## src/rtl/mc_pkg.sv

```systemverilog
// Shared encodings for the multi-cycle MIPS control FSM: states, opcode/funct
// values, datapath select encodings and the decoded instruction-class bundle.
package mc_pkg;

  typedef enum logic [2:0] {
    S_IF   = 3'd0,
    S_ID   = 3'd1,
    S_EX   = 3'd2,
    S_MEM  = 3'd3,
    S_WB   = 3'd4,
    S_HALT = 3'd7
  } state_t;

  // Primary opcodes (instr[31:26])
  localparam logic [5:0] OP_R   = 6'h00;
  localparam logic [5:0] OP_ORI = 6'h0D;
  localparam logic [5:0] OP_LUI = 6'h0F;
  localparam logic [5:0] OP_LW  = 6'h23;
  localparam logic [5:0] OP_SW  = 6'h2B;
  localparam logic [5:0] OP_BEQ = 6'h04;
  localparam logic [5:0] OP_J   = 6'h02;
  localparam logic [5:0] OP_JAL = 6'h03;

  // R-type funct codes (instr[5:0])
  localparam logic [5:0] FN_NOP  = 6'h00;
  localparam logic [5:0] FN_ADDU = 6'h21;
  localparam logic [5:0] FN_SUBU = 6'h23;
  localparam logic [5:0] FN_JR   = 6'h08;

  // ALU operation
  localparam logic [1:0] ALU_ADD = 2'd0;
  localparam logic [1:0] ALU_SUB = 2'd1;
  localparam logic [1:0] ALU_OR  = 2'd2;
  localparam logic [1:0] ALU_LUI = 2'd3;

  // Next-PC source
  localparam logic [1:0] NPC_PC4 = 2'd0;
  localparam logic [1:0] NPC_BR  = 2'd1;
  localparam logic [1:0] NPC_JMP = 2'd2;
  localparam logic [1:0] NPC_RS  = 2'd3;

  // Register-file write address source
  localparam logic [1:0] DST_RT = 2'd0;
  localparam logic [1:0] DST_RD = 2'd1;
  localparam logic [1:0] DST_RA = 2'd2;

  // Register-file write data source
  localparam logic [1:0] WD_ALU = 2'd0;
  localparam logic [1:0] WD_MEM = 2'd1;
  localparam logic [1:0] WD_PC4 = 2'd2;

  // One-hot instruction class; exactly one field is set for any op/funct.
  typedef struct packed {
    logic addu;
    logic subu;
    logic jr;
    logic nop;
    logic ori;
    logic lui;
    logic lw;
    logic sw;
    logic beq;
    logic j;
    logic jal;
    logic unknown;
  } iclass_t;

endpackage

```

## src/rtl/mc_decode.sv

```systemverilog
// Combinational decode of the latched op/funct into instruction-class one-hots.
module mc_decode
  import mc_pkg::*;
(
  input  logic [5:0] op,
  input  logic [5:0] funct,
  output iclass_t    cls
);

  // Anything not in the supported set falls through to the unknown class.
  always_comb begin
    cls = '0;
    case (op)
      OP_R: begin
        case (funct)
          FN_NOP:  cls.nop  = 1'b1;
          FN_ADDU: cls.addu = 1'b1;
          FN_SUBU: cls.subu = 1'b1;
          FN_JR:   cls.jr   = 1'b1;
          default: cls.unknown = 1'b1;
        endcase
      end
      OP_ORI:  cls.ori = 1'b1;
      OP_LUI:  cls.lui = 1'b1;
      OP_LW:   cls.lw  = 1'b1;
      OP_SW:   cls.sw  = 1'b1;
      OP_BEQ:  cls.beq = 1'b1;
      OP_J:    cls.j   = 1'b1;
      OP_JAL:  cls.jal = 1'b1;
      default: cls.unknown = 1'b1;
    endcase
  end

endmodule

```

## src/rtl/mc_ctrl.sv

```systemverilog
// Multi-cycle control FSM: walks each instruction through IF/ID/EX/MEM/WB,
// drives datapath enables and selects, counts retirements, halts on illegal ops.
// Handshake: a memory access (fetch in IF, load/store in MEM) is presented and
// held stable until the cycle in which mem_ready=1; that cycle completes it.
module mc_ctrl
  import mc_pkg::*;
#(
  parameter int CNT_W           = 32,
  parameter bit HALT_ON_UNKNOWN = 1'b1
) (
  input  logic             clk,
  input  logic             reset,
  input  logic [31:0]      instr,
  input  logic             mem_ready,
  input  logic             zero,
  output logic             im_re,
  output logic             ir_we,
  output logic             pc_we,
  output logic [1:0]       npc_sel,
  output logic             reg_we,
  output logic [1:0]       reg_dst,
  output logic [1:0]       wd_sel,
  output logic [1:0]       alu_op,
  output logic             alu_src_b,
  output logic             ext_op,
  output logic             dm_re,
  output logic             dm_we,
  output logic [2:0]       state,
  output logic             retire,
  output logic [CNT_W-1:0] instr_cnt,
  output logic             halted
);

  state_t           state_q, state_d;
  logic [5:0]       op_q, funct_q;
  logic [CNT_W-1:0] cnt_q;
  iclass_t          cls;

  // Only op and funct drive control; the remaining fields belong to the datapath.
  logic unused_instr_bits;
  assign unused_instr_bits = ^instr[25:6];

  mc_decode u_decode (
    .op    (op_q),
    .funct (funct_q),
    .cls   (cls)
  );

  // State register; reset returns to IF immediately, even mid memory wait.
  always_ff @(posedge clk or negedge reset) begin
    if (!reset) state_q <= S_IF;
    else        state_q <= state_d;
  end

  // Latch op/funct on the edge that completes the instruction fetch.
  always_ff @(posedge clk or negedge reset) begin
    if (!reset) begin
      op_q    <= '0;
      funct_q <= '0;
    end else if (state_q == S_IF && mem_ready) begin
      op_q    <= instr[31:26];
      funct_q <= instr[5:0];
    end
  end

  // Retired-instruction counter, wraps naturally at 2^CNT_W.
  always_ff @(posedge clk or negedge reset) begin
    if (!reset)      cnt_q <= '0;
    else if (retire) cnt_q <= cnt_q + CNT_W'(1);
  end

  // Next-state sequencing per instruction class.
  always_comb begin
    state_d = state_q;
    case (state_q)
      S_IF:  if (mem_ready) state_d = S_ID;
      S_ID: begin
        if (cls.jal)          state_d = S_WB;
        else if (cls.nop)     state_d = S_IF;
        else if (cls.unknown) state_d = HALT_ON_UNKNOWN ? S_HALT : S_IF;
        else                  state_d = S_EX;
      end
      S_EX: begin
        if (cls.lw || cls.sw)                             state_d = S_MEM;
        else if (cls.addu || cls.subu || cls.ori || cls.lui) state_d = S_WB;
        else                                              state_d = S_IF;
      end
      S_MEM: if (mem_ready) state_d = cls.lw ? S_WB : S_IF;
      S_WB:   state_d = S_IF;
      S_HALT: state_d = S_HALT;
      default: state_d = S_IF;
    endcase
  end

  // Moore outputs from state and latched class; everything forced low in reset.
  always_comb begin
    im_re     = 1'b0;
    ir_we     = 1'b0;
    pc_we     = 1'b0;
    npc_sel   = NPC_PC4;
    reg_we    = 1'b0;
    reg_dst   = DST_RT;
    wd_sel    = WD_ALU;
    alu_op    = ALU_ADD;
    alu_src_b = 1'b0;
    ext_op    = 1'b0;
    dm_re     = 1'b0;
    dm_we     = 1'b0;
    retire    = 1'b0;
    halted    = 1'b0;
    if (reset) begin
      // ALU controls stay valid from EX through MEM/WB so the address/result holds.
      if (state_q == S_EX || state_q == S_MEM || state_q == S_WB) begin
        if (cls.subu || cls.beq) alu_op = ALU_SUB;
        else if (cls.ori)        alu_op = ALU_OR;
        else if (cls.lui)        alu_op = ALU_LUI;
        alu_src_b = cls.ori || cls.lui || cls.lw || cls.sw;
        ext_op    = cls.lw || cls.sw;
      end
      case (state_q)
        S_IF: begin
          im_re = 1'b1;
          ir_we = mem_ready;
          pc_we = mem_ready;
        end
        S_ID: retire = cls.nop || (cls.unknown && !HALT_ON_UNKNOWN);
        S_EX: begin
          if (cls.beq) begin
            pc_we   = zero;
            npc_sel = NPC_BR;
            retire  = 1'b1;
          end else if (cls.jr) begin
            pc_we   = 1'b1;
            npc_sel = NPC_RS;
            retire  = 1'b1;
          end else if (cls.j) begin
            pc_we   = 1'b1;
            npc_sel = NPC_JMP;
            retire  = 1'b1;
          end
        end
        S_MEM: begin
          dm_re  = cls.lw;
          dm_we  = cls.sw;
          retire = cls.sw && mem_ready;
        end
        S_WB: begin
          reg_we = 1'b1;
          retire = 1'b1;
          if (cls.addu || cls.subu) begin
            reg_dst = DST_RD;
          end else if (cls.lw) begin
            wd_sel = WD_MEM;
          end else if (cls.jal) begin
            reg_dst = DST_RA;
            wd_sel  = WD_PC4;
            pc_we   = 1'b1;
            npc_sel = NPC_JMP;
          end
        end
        S_HALT: halted = 1'b1;
        default: ;
      endcase
    end
  end

  assign state     = state_q;
  assign instr_cnt = cnt_q;

endmodule

```

## config.mk

```make
export PLATFORM = sky130hd
export DESIGN_NAME = mc_ctrl
export DESIGN_NICKNAME = d
export VERILOG_FILES = /design/src/rtl/mc_pkg.sv /design/src/rtl/mc_decode.sv /design/src/rtl/mc_ctrl.sv
export SDC_FILE = /design/constraint.sdc
export NUM_CORES = 1
export LEC_CHECK = 0
export CAP_MARGIN = 10
export CELL_PAD_IN_SITES_DETAIL_PLACEMENT = 1
export CELL_PAD_IN_SITES_GLOBAL_PLACEMENT = 1
export CORE_ASPECT_RATIO = 0.8
export CORE_MARGIN = 2
export CORE_UTILIZATION = 43
export CTS_CLUSTER_DIAMETER = 50
export DETAILED_ROUTE_END_ITERATION = 16
export DONT_BUFFER_PORTS = 1
export PLACE_DENSITY_LB_ADDON = 0.1
export SLEW_MARGIN = 20
export SYNTH_ARGS = -nofsm -noshare
export SYNTH_HDL_FRONTEND = slang
export SYNTH_SLANG_ARGS = --single-unit
```

## constraint.sdc

```tcl
create_clock -name clk -period 2.06 [get_ports clk]
set_input_delay 0.206 -clock clk [delete_from_list [all_inputs] [get_ports clk]]
set_output_delay 0.206 -clock clk [all_outputs]
set_load 0.03 [all_outputs]
```

Word-level counts from Yosys, hierarchy flattened
Cells that the tools add are included.
- add/sub/neg operators: 1
- equal/unequal tests: 17
- multiplexer cells: 70
- reduce and logical (&&, ||, !) cells: 18
- operator list (kind ; number):
    $mux 2 ; 19
    $mux 1 ; 37
    $add 32x1->32 const B ; 1
    $eq 6x6->1 const B ; 4
    $mux 3 ; 8
    $eq 6x4->1 const B ; 3
    $pmux 3 s5 ; 1
    $eq 6x2->1 const B ; 2
    $logic_not 6->1 ; 2
    $logic_or 1x1->1 ; 10
    $reduce_or 7->1 ; 1
    $eq 3x2->1 const B ; 2
    $eq 3x3->1 const B ; 2
    $eq 6x3->1 const B ; 1
    $mux 4 ; 1
    $ne 2x2->1 const B ; 2
    $pmux 1 s4 ; 1
    $pmux 2 s2 ; 1
    $reduce_or 4->1 ; 1
    $eq 3x1->1 const B ; 1
    $logic_not 3->1 ; 1
    $pmux 1 s3 ; 1
    $logic_and 1x1->1 ; 2
    $pmux 1 s2 ; 1
    $reduce_and 2->1 ; 1
- flip-flop bits (word level): 47
- output and inout bits: 53
- word-level logic and storage cells: 110

Longest topological paths before layout
- depth in word-level cells: 9
- mapped depth: 7
- depth with buffers taken out: 6

Cells and area by module
A second synthesis with hierarchy kept.
- cells, all modules: 271
- area, all modules: 2600.0 um^2
- by module, submodules not included (module ; times used ; cells each ; area each (um^2) ; sequential area each (um^2)):
    mc_ctrl ; 1 ; 239 ; 2402.3 ; 1176.1
    mc_decode ; 1 ; 32 ; 197.7 ; 0.0

Least setup slack after synthesis
OpenSTA, ideal clock, no wires.
- path kind: register to output
- start: register state_q[1], in the netlist state[1]
- end: output pc_we
- arrival: 2.352 ns
- required time: 1.854 ns
- setup slack: -0.498 ns
- stages on the path, launching flop included: 8
- path buffers: 2
- cell sequence: dfrtp_1 -> buf_2 -> inv_1 -> nor3_1 -> o31a_2 -> buf_2 -> o21ai_0 -> a21oi_1
- cells in the longest elaborated chain, start to end: 3
- elaborated cells between the ends (all ways): 5
- RTL lines (what ; RTL line ; source):
    start, declared ; mc_ctrl.sv:34 ; state_t state_q, state_d;
    start signal, assigned ; mc_ctrl.sv:52 ; else state_q <= state_d;
    $eq 3x3->1, or another cell as far along ; mc_ctrl.sv:120 ; case (state_q)
    $pmux 1 s3 * ; mc_ctrl.sv:120 ;
    $mux 1 * ; mc_ctrl.sv:111 ; if (reset) begin
    end, declared ; mc_ctrl.sv:18 ; output logic pc_we,
Every way passes the cells marked *; elsewhere a longest branch is shown, timed or not.

Worst setup path after layout
- start: register op_q[3]
- end: output alu_op[0]
- cells in the longest elaborated chain, start to end: 7
- elaborated cells between the ends (all ways): 14
- RTL lines (what ; RTL line ; source):
    start, declared ; mc_ctrl.sv:35 ; logic [5:0] op_q, funct_q;
    start signal, assigned ; mc_ctrl.sv:61 ; op_q <= instr[31:26];
    $eq 6x4->1 ; mc_decode.sv:13 ; case (op)
    $mux 1 ; mc_decode.sv:13 ;
    $mux 2 ; mc_ctrl.sv:116 ; else if (cls.lui) alu_op = ALU_LUI;
    $mux 2 ; mc_ctrl.sv:115 ; else if (cls.ori) alu_op = ALU_OR;
    $mux 2 * ; mc_ctrl.sv:114 ; if (cls.subu || cls.beq) alu_op = ALU_SUB;
    $mux 2 * ; mc_ctrl.sv:113 ; if (state_q == S_EX || state_q == S_MEM || state_q == S_WB) begin
    $mux 2 * ; mc_ctrl.sv:111 ;
    end, declared ; mc_ctrl.sv:23 ; output logic [1:0] alu_op,
Marked as above.

==> impl_metrics.tcl <==
set metrics [dict create \
    die-area_sq_mm 0.00735 \
    p_comb_frac 0.526 \
    finalClockSkew_ns 0.0108 \
    antenna_found_initial 0 \
    setup_viol 38 \
    regArea_sq_mm 0.00118 \
    layout_commonest_cell "buf_4" \
    p_switching_uw 1940 \
    clockBufferDepth 2 \
    ys_seq_area_frac 0.409 \
    multi_input_area_sq_mm 0.00207 \
    root_buffer "clkbuf_8" \
    timing.fmax_mhz 427 \
    dp_hpwl_um 6420 \
    clk_pin_slew_ns 0.09 \
    io_pins 89 \
    wl_per_cell_um 26.7 \
    vdd_drop_max_uv 787 \
    drv_cap 0 \
    h-tree-depth 2 \
    synthArstFlopShare 1.00 \
    worstSetupPathType "reg -> out" \
    netSwitchingFraction 0.445 \
    synth_nets 322 \
    crit-reg2reg-launch "op_q[3]" \
    setup-tns-final_ns -3.40 \
    synth_edf_count 0 \
    cp.arrival_ns 2.13 \
    rr_worst_depth 10 \
    grt_pass1_vias 2898 \
    grt_pass1_wl_um 15400 \
    start_util 0.446 \
    path_max_fanout 4 \
    portBuffers 0 \
    num_antenna_cells 0 \
    slew_violations 0 \
    area_delta_synth_final_pct 55.6 \
    timing.final.ws_setup_ns -0.280 \
    cts-buffers-inserted 5 \
    min_path_cells 2 \
    yosys_warnings 0 \
    p_leak_uw 0.00182 \
    clkPwrFrac 0.149 \
    clk_latency_ns 0.31 \
    hold_start "instr[29]" \
    violations "negative setup slack" \
    internal_power_uw 2420 \
    die_w_um 95.4 \
    drt-total-wl_um 12300 \
    crit_path_end_kind "output pin" \
    layout_common_cells "78 x buf_4, 40 x dfrtp_1, 20 x xnor2_1, 17 x nand2_1" \
    post-route-period-util 1.14 \
    cts_tree "done" \
    synth.distinct_cells 54 \
    rows 26 \
    hold_class "in -> reg" \
    p_seq_frac 0.325 \
    design_area_sq_mm 0.00447 \
    track_usage 0.266 \
    cp-start-kind "flip-flop" \
    numClockSinks 47 \
    synth_seq_cells 47 \
    grt_start_max_net_pins 48 \
    critPathRequiredTime_ns 1.85 \
    reg2reg_slack_ns -0.17 \
    fp.dieH_um 77.1 \
    drtIter0Drc 150 \
    outcome "complete, but fails checks" \
    place_congestion 0.807 \
    min_period_ns 2.34 \
    ys.flop_type "dfrtp_1" \
    p_per_area_mw_per_mm2 976 \
    fill_cells 643 \
    vias 2868 \
    drive_gt1_frac 0.519 \
    grt_overflow 0 \
    core-area_sq_mm 0.00644 \
    finalHoldViolCount 0 \
    maxSlewHeadroom 0.517 \
    ant_nets 0 \
    syn_area_sq_mm 0.00287 \
    drtPass1Iterations 4 \
    rsz0062_at_grt "true" \
    whs_endpoint "op_q[3]" \
    final_nets 412 \
    dpl_cell_area_sq_mm 0.00352 \
    synth_cells 285 \
    routed_via_density 6.23 \
    timing.rr.end "instr_cnt[25]" \
    drc 0 \
    tightest_slew_ns 0.722 \
    syn_avg_cell_area_sq_um 10.1 \
]
how the worst max path moves through the flow:
stage                     slack [ns]    start            end
final                          -0.28  op_q[3]      alu_op[0]
after global routing           -0.32  op_q[3]      alu_op[0]
after CTS                      -0.18  op_q[3]          pc_we
after detailed placement       -0.08  op_q[3]  instr_cnt[27]
after global placement         -0.03  op_q[0]  instr_cnt[26]
after floorplan                -0.15  op_q[2]          dm_re
area by class of cell:
| cell class | count | share of cell area |
|---|---|---|
| inverters | 8 | 0.00672 |
| well taps | 84 | 0.0235 |
| multi-input cells | 211 | 0.464 |
| repair buffers | 102 | 0.217 |
| flip-flops and latches | 47 | 0.265 |
| clock buffers | 7 | 0.0216 |
| clock inverters | 1 | 0.00168 |
power groups by stage:
stage	clock, uW	combinational, uW	sequential [uW]
2_1_floorplan	0	973	1380
3_3_place_gp	0	1590	1370
3_5_place_dp	0	1630	1380
4_1_cts	654	1860	1370
5_1_grt	697	2400	1440
6_report	651	2290	1420
routing by layer:
| metal | wire, um | up-vias | global-route usage |
|---|---|---|---|
| met2 | 6040 | 104 | 0.414 |
| met5 | 0 | - | 0 |
| li1 | - | 1233 | - |
| met3 | 637 | 25 | 0.0658 |
| met4 | 313 | 0 | 0.0586 |
| met1 | 5300 | 1506 | 0.375 |
logic make-up after synthesis:
group / share of synthesized area
multiplexers: 0.0431
adder cells (fa/ha/maj): 0.00435
buffers and inverters: 0.0457
AO/OA/AOI/OAI: 0.171
XOR/XNOR: 0.0976
AND/OR/NAND/NOR: 0.229
flip-flops: 0.409
cell usage after synthesis (2+ instances only):
library cell / number / share of area
nor3b_1: 3 / 0.0078
nor4_1: 4 / 0.0087
o211ai_1: 4 / 0.010
or2_2: 2 / 0.0044
xor2_1: 8 / 0.024
dfrtp_1: 47 / 0.41
buf_2: 6 / 0.010
o31ai_1: 2 / 0.0052
o2111ai_1: 15 / 0.046
nand2_1: 18 / 0.024
a2111oi_4: 3 / 0.029
nor3_1: 6 / 0.010
a21oi_1: 8 / 0.014
and2_1: 5 / 0.011
xnor2_1: 24 / 0.073
nor2_1: 19 / 0.025
o21ai_0: 10 / 0.017
nor2b_1: 2 / 0.0044
inv_1: 8 / 0.010
and4_1: 7 / 0.021
mux2_2: 11 / 0.043
a211oi_1: 4 / 0.010
nand4_1: 10 / 0.022
clkbuf_1: 8 / 0.010
buf_4: 4 / 0.010
nand2b_1: 2 / 0.0044
and3_1: 8 / 0.017
nand3_1: 11 / 0.019
worst max-delay path, stage by stage (launching register included):
cell	delay [ns]
dfrtp_2	0.47
buf_4	0.17
buf_4	0.12
nand3b_1	0.12
or2_2	0.37
o21ai_1	0.23
a21oi_2	0.05
nor2_1	0.13
buf_4	0.19
sequential cells by signal, indices dropped and copies added (netlist names):
register and cells:
funct_q 6, state 3, instr_cnt 32, op_q 6
stage by stage:
stage               hold WS (ns)  setup WS (ns)  total power (uW)   util  instances
floorplan                -0.0896         -0.146              2350      -        285
global placement         -0.0879        -0.0254              2960  0.547        429
detailed placement       -0.0876        -0.0769              3020  0.547        429
CTS                       0.0212         -0.176              3890  0.605        447
global route              0.0371         -0.318              4540  0.694        460
finish                    0.0427         -0.280              4360  0.694        460
timing repair:
action,4_1_cts,5_1_grt
hold buffers,2,0
setup buffers,8,11
gates cloned,0,3
pin swaps,10,47
endpoints found under the setup margin,30,43
resized for setup,42,67
hold endpoints to repair,47,0
(Power assumes the default switching activity.)
